**src/rtl/vsfx_wb_pkg.sv**
```systemverilog
// Shared widths and the result-queue entry layout for the VSFX writeback stage.
package vsfx_wb_pkg;

    localparam int VR_W  = 128;
    localparam int VRA_W = 5;
    localparam int CR_W  = 4;

    typedef struct packed {
        logic [VRA_W-1:0] addr;
        logic [VR_W-1:0]  data;
        logic             sat;
        logic [CR_W-1:0]  cr6;
        logic             rc;
    } wb_entry_t;

    localparam int ENT_W = $bits(wb_entry_t);

endpackage

```
**src/rtl/vsfx_wb_fifo.sv**
```systemverilog
// Generic synchronous FIFO with registered full flag and a combinational head view.
module vsfx_wb_fifo #(
    parameter int WIDTH = 8,
    parameter int DEPTH = 4,
    parameter int PTR_W = $clog2(DEPTH)
) (
    input  logic             clk,
    input  logic             rst,
    input  logic             push_i,
    input  logic             pop_i,
    input  logic [WIDTH-1:0] data_i,
    output logic [WIDTH-1:0] head_o,
    output logic             full_o,
    output logic             empty_o
);

    localparam logic [PTR_W:0] FULL_CNT = (PTR_W + 1)'(DEPTH);
    localparam logic [PTR_W:0] CNT_ONE  = (PTR_W + 1)'(1);
    localparam logic [PTR_W-1:0] PTR_ONE = PTR_W'(1);

    logic [WIDTH-1:0] mem_q [DEPTH];
    logic [PTR_W-1:0] wr_ptr_q, wr_ptr_d;
    logic [PTR_W-1:0] rd_ptr_q, rd_ptr_d;
    logic [PTR_W:0]   count_q, count_d;
    logic             full_q, full_d;
    logic             do_push, do_pop;

    assign empty_o = (count_q == '0);
    assign full_o  = full_q;
    assign head_o  = mem_q[rd_ptr_q];

    // A push into a full queue is only taken when the head leaves the same cycle.
    assign do_pop  = pop_i && !empty_o;
    assign do_push = push_i && (!full_q || do_pop);

    // NOTE: every always_comb output gets a default first so no path can infer a latch.
    always_comb begin
        wr_ptr_d = wr_ptr_q;
        rd_ptr_d = rd_ptr_q;
        count_d  = count_q;
        if (do_push) wr_ptr_d = wr_ptr_q + PTR_ONE;
        if (do_pop)  rd_ptr_d = rd_ptr_q + PTR_ONE;
        case ({do_push, do_pop})
            2'b10:   count_d = count_q + CNT_ONE;
            2'b01:   count_d = count_q - CNT_ONE;
            default: count_d = count_q;
        endcase
        full_d = (count_d == FULL_CNT);
    end

    // NOTE: sequential state uses non-blocking assignments so every flop samples pre-edge values.
    always_ff @(posedge clk) begin
        if (rst) begin
            wr_ptr_q <= '0;
            rd_ptr_q <= '0;
            count_q  <= '0;
            full_q   <= 1'b0;
        end else begin
            wr_ptr_q <= wr_ptr_d;
            rd_ptr_q <= rd_ptr_d;
            count_q  <= count_d;
            full_q   <= full_d;
        end
    end

    // NOTE: storage is deliberately not reset; count/pointers define which slots are meaningful.
    always_ff @(posedge clk) begin
        if (do_push) mem_q[wr_ptr_q] <= data_i;
    end

endmodule

```
**src/rtl/vsfx_wb.sv**
```systemverilog
// VSFX writeback: in-order result queue drained into the VRF, plus VSCR[SAT] and CR6 state.
module vsfx_wb
    import vsfx_wb_pkg::*;
#(
    parameter int DEPTH = 4,
    parameter int PTR_W = 2
) (
    input  logic             clk,
    input  logic             rst,
    input  logic             vrt_en,
    input  logic [VR_W-1:0]  vrt,
    input  logic             sat,
    input  logic [CR_W-1:0]  cr6,
    input  logic             rc,
    input  logic [VRA_W-1:0] vrt_addr,
    input  logic             wb_ready,
    output logic             wb_valid,
    output logic [VRA_W-1:0] wb_addr,
    output logic [VR_W-1:0]  wb_data,
    input  logic             vscr_wr,
    input  logic             vscr_wdata,
    output logic             vscr_sat,
    output logic [CR_W-1:0]  cr6_q,
    output logic             cr6_upd,
    output logic             full,
    output logic             ovf
);

    wb_entry_t       in_ent, head;
    logic            empty, retire, drop;
    logic            ovf_q, ovf_d;
    logic            vscr_sat_q, vscr_sat_d;
    logic [CR_W-1:0] cr6_field_q, cr6_field_d;
    logic            cr6_upd_q, cr6_upd_d;

    assign in_ent = '{addr: vrt_addr, data: vrt, sat: sat, cr6: cr6, rc: rc};

    vsfx_wb_fifo #(
        .WIDTH (ENT_W),
        .DEPTH (DEPTH),
        .PTR_W (PTR_W)
    ) u_fifo (
        .clk     (clk),
        .rst     (rst),
        .push_i  (vrt_en),
        .pop_i   (retire),
        .data_i  (in_ent),
        .head_o  (head),
        .full_o  (full),
        .empty_o (empty)
    );

    assign wb_valid = !empty;
    assign retire   = wb_valid && wb_ready;
    assign drop     = vrt_en && full && !retire;
    assign wb_addr  = wb_valid ? head.addr : '0;
    assign wb_data  = wb_valid ? head.data : '0;

    always_comb begin
        ovf_d       = ovf_q | drop;
        // mtvscr overrides any saturation retiring in the same cycle.
        vscr_sat_d  = vscr_wr ? vscr_wdata : (vscr_sat_q | (retire & head.sat));
        cr6_upd_d   = retire & head.rc;
        cr6_field_d = cr6_upd_d ? head.cr6 : cr6_field_q;
    end

    always_ff @(posedge clk) begin
        if (rst) begin
            ovf_q       <= 1'b0;
            vscr_sat_q  <= 1'b0;
            cr6_field_q <= '0;
            cr6_upd_q   <= 1'b0;
        end else begin
            ovf_q       <= ovf_d;
            vscr_sat_q  <= vscr_sat_d;
            cr6_field_q <= cr6_field_d;
            cr6_upd_q   <= cr6_upd_d;
        end
    end

    assign ovf      = ovf_q;
    assign vscr_sat = vscr_sat_q;
    assign cr6_q    = cr6_field_q;
    assign cr6_upd  = cr6_upd_q;

endmodule

```
**config.mk**
```make
export PLATFORM = sky130hd
export DESIGN_NAME = vsfx_wb
export DESIGN_NICKNAME = d
export VERILOG_FILES = /design/src/rtl/vsfx_wb_pkg.sv /design/src/rtl/vsfx_wb_fifo.sv /design/src/rtl/vsfx_wb.sv
export SDC_FILE = /design/constraint.sdc
export NUM_CORES = 1
export LEC_CHECK = 0
export BUFFER_PORTS_ARGS = -buffer_cell sky130_fd_sc_hd__buf_2
export CAP_MARGIN = 20
export CORE_MARGIN = 2
export CORE_UTILIZATION = 40
export CTS_CLUSTER_SIZE = 24
export DETAILED_ROUTE_END_ITERATION = 6
export SYNTH_ARGS = -nofsm -noshare
export SYNTH_HDL_FRONTEND = slang
export SYNTH_SLANG_ARGS = --single-unit
```
**constraint.sdc**
```tcl
create_clock -name clk -period 5.7 [get_ports clk]
set_clock_uncertainty 0.05 [all_clocks]
set_input_delay 0.855 -clock clk [delete_from_list [all_inputs] [get_ports clk]]
set_output_delay 0.855 -clock clk [all_outputs]
set_load 0.02 [all_outputs]
```
==> impl_metrics.py <==
metrics = {
    "place": {
        "dpl_worst_slack_ps": 2360,
        "dp.final_hpwl_um": 25700,
        "buffer_ports.inserted": 286,
        "placed_area_sq_um": 24000,
        "globalplace.congestion": 0.712,
    },
    "timing": {
        "tightest_slew_ps": 972,
        "hold_viol_final": 0,
        "min_period_ps": 3770,
        "fmax_mhz": 265,
        "fin_tns_setup_ps": 0,
        "setup_viol": 0,
        "fin_ws_ps": 1930,
        "drv_slew": 0,
        "max-slew-margin-rel_pct": 35.2,
        "min_period_over_period_pct": 66.1,
        "rsz0062_at_grt": "no",
    },
    "floorplanning": {
        "start_util_pct": 40.5,
        "die_y_um": 238,
        "die_w_um": 238,
        "rows": 85,
        "die_area_sq_um": 56500,
        "core_sq_um": 53900,
        "num_io_pins": 287,
    },
    "critical_path": {
        "cp_max_fo": 47,
        "reg2reg_slack_ps": 2920,
        "path_class": "register to primary output",
        "startpoint_type": "register",
        "cp.required_ps": 4800,
        "endpoint_kind": "primary output",
        "reg2reg_from": "u_fifo.count_q[0]",
        "reg2regPathDepth": 4,
        "rr_endpoint": "u_fifo.mem_q[2][80]",
        "worstPathArrival_ps": 2860,
    },
    "finish": {
        "layout-drive-gt1-share_pct": 40.8,
        "fin_area_sq_um": 25900,
        "area_growth_syn_to_layout_pct": 18.3,
        "fillers": 4436,
        "nets": 1420,
    },
    "synth": {
        "syn_area_sq_um": 21900,
        "ys_types": 34,
        "syn_nets": 1107,
        "netlist_instances": 956,
        "synthFlopType": "edfxtp_1",
        "yosys_warnings": 0,
        "avgSynthCellArea_sq_um": 22.9,
        "synth-edff-count": 556,
        "ys_ff_latch": 573,
        "synth_async_sr_flop_share_pct": 0,
        "ys_seq_area_share_pct": 77.9,
    },
    "drt": {
        "initialDrtViolationCount": 591,
        "routed-via-count": 10200,
        "drcViolationCount": 0,
        "wl_per_cell_um": 22.2,
        "drt_pass1_iterations": 4,
        "wirelength_um": 44800,
        "viasPerCell": 5.06,
        "antenna_left": 0,
    },
    "clocking": {
        "holdBufCountCts": 0,
        "cts.repair.resized": 0,
        "clock-sinks": 573,
        "clk_latency_ps": 610,
        "clkTransAtPathRegs_ps": 60,
        "root_buffer": "clkbuf_16",
        "cts_setup_buffers": 0,
        "htree_num_levels": 2,
        "cts_tree": "done",
        "cts_buffers": 60,
        "clock_path_buffers": 3,
    },
    "worst_hold_path": {
        "hold_end": "u_fifo.mem_q[3][111]",
        "holdCritPathClass": "input port to register",
        "whs_path_depth": 1,
        "worstHoldStart": "vrt[105]",
    },
    "grt": {
        "antenna_found_initial": 13,
        "overflow": 0,
        "grtUsageTotal_pct": 15.7,
        "grt_pass1_vias": 10500,
        "grt_max_degree": 140,
        "grt_pass1_wl_um": 66200,
    },
    "power_and_ir_drop": {
        "peakVddDrop_v": 0.000343,
        "leakage_nw": 8.80,
        "power_mw": 12.7,
        "power_density_nw_per_um2": 490,
    },
    "flow_run": {
        "drv_cap": 0,
    },
    "status": {
        "outcome": "finished clean",
    },
}
## metal layers
metal / part of all wire [%] / up-vias / global-route usage, %
met5: 0.27 / - / 0
met4: 2.7 / 20 / 5.26
met3: 5.8 / 99 / 3.54
met2: 49 / 262 / 25.5
met1: 42 / 5272 / 21.2
li1: - / 4533 / -
## how the worst max path moves through the flow
| stage | to | slack, ps | cells past startpoint |
|---|---|---|---|
| 2_1_floorplan | u_fifo.mem_q[0][0] | 590 | 3 |
| 3_3_place_gp | u_fifo.mem_q[2][71] | 2370 | 5 |
| 6_report | wb_data[38] | 1930 | 4 |
| 3_5_place_dp | u_fifo.mem_q[2][129] | 2360 | 5 |
| 5_1_grt | wb_data[89] | 1730 | 4 |
| 4_1_cts | wb_data[65] | 1830 | 4 |
## cell type report
cell class	instances	area, sq um	share of cell area [%]
diodes	2	5.00	0.0193
clock buffers	70	1540	5.95
clock inverters	38	369	1.43
inverters	7	26.3	0.102
multi-input cells	327	4390	17.0
flip-flops and latches	573	17000	65.9
well taps	696	871	3.37
repair buffers	300	1620	6.28
## through the flow
| stage | std cells | util (%) | hold WS, ps |
|---|---|---|---|
| 6_report | 2013 | 48.0 | 405 |
| 3_5_place_dp | 1903 | 44.4 | 416 |
| 4_1_cts | 2011 | 48.0 | 355 |
| 3_3_place_gp | 1903 | 44.4 | 419 |
| 5_1_grt | 2013 | 48.0 | 370 |
| 2_1_floorplan | 956 | - | 432 |
## cells by family (layout without fill, tap and decap cells)
kind of cell	count (synthesis)	in the layout	synth area share, %
flops	573	573	77.9
simple gates	159	159	4.41
buf+inv	56	415	2.04
xor+xnor	4	4	0.160
other cells	0	2	0
compound gates	16	16	0.595
mux	142	142	14.5
fa+ha+maj	6	6	0.378
## critical path, cell delays in order, from the launching register on
cell and delay (ps):
dfxtp_4 820, buf_4 600, mux4_2 410, and2_1 200
buf_2 170
## Yosys cell counts, types with 3 or more instances
library cell	number	area, sq um
nor2_1	8	30.0
buf_6	3	33.8
inv_1	7	26.3
nor2b_1	3	18.8
clkbuf_1	16	60.1
xor2_1	3	26.3
and2_1	137	857
buf_12	11	220
dfxtp_1	17	340
ha_1	5	62.6
nand3_1	4	20.0
a21oi_2	4	35.0
edfxtp_1	556	16700
buf_2	16	80.1
mux4_2	139	3130
a21bo_1	4	40.0
## placed cells by master, fill, tap and decap left out, types with 4 or more instances in the layout
master and n:
a21bo_1 4, a21oi_2 4, and2_1 133, and2_4 4
buf_12 7, buf_2 286, buf_4 7, bufinv_16 6
clkbuf_1 10, clkbuf_16 60, clkinv_1 12, clkinv_2 10
dfxtp_1 15, edfxtp_1 556, ha_1 5, inv_1 7
mux4_2 139, nand3_1 4, nor2_1 8
## power breakdown
group	leakage [nW]	switching (mW)	internal [mW]	total, mW
registers	5.24	0.149	5.00	5.15
clock network	0.929	1.57	2.20	3.77
logic	2.62	2.23	1.52	3.75
## flip-flops by register name, indices dropped and copies added, names as in the netlist, named ones only
| signal | count |
|---|---|
| u_fifo.count_q | 3 |
| vscr_sat | 1 |
| u_fifo.full_o | 1 |
| cr6_q | 4 |
| cr6_upd | 1 |
| u_fifo.wr_ptr_q | 2 |
| ovf | 1 |
| u_fifo.mem_q | 556 |
| u_fifo.rd_ptr_q | 2 |
Note: power is estimated with default switching activity, not from simulation.
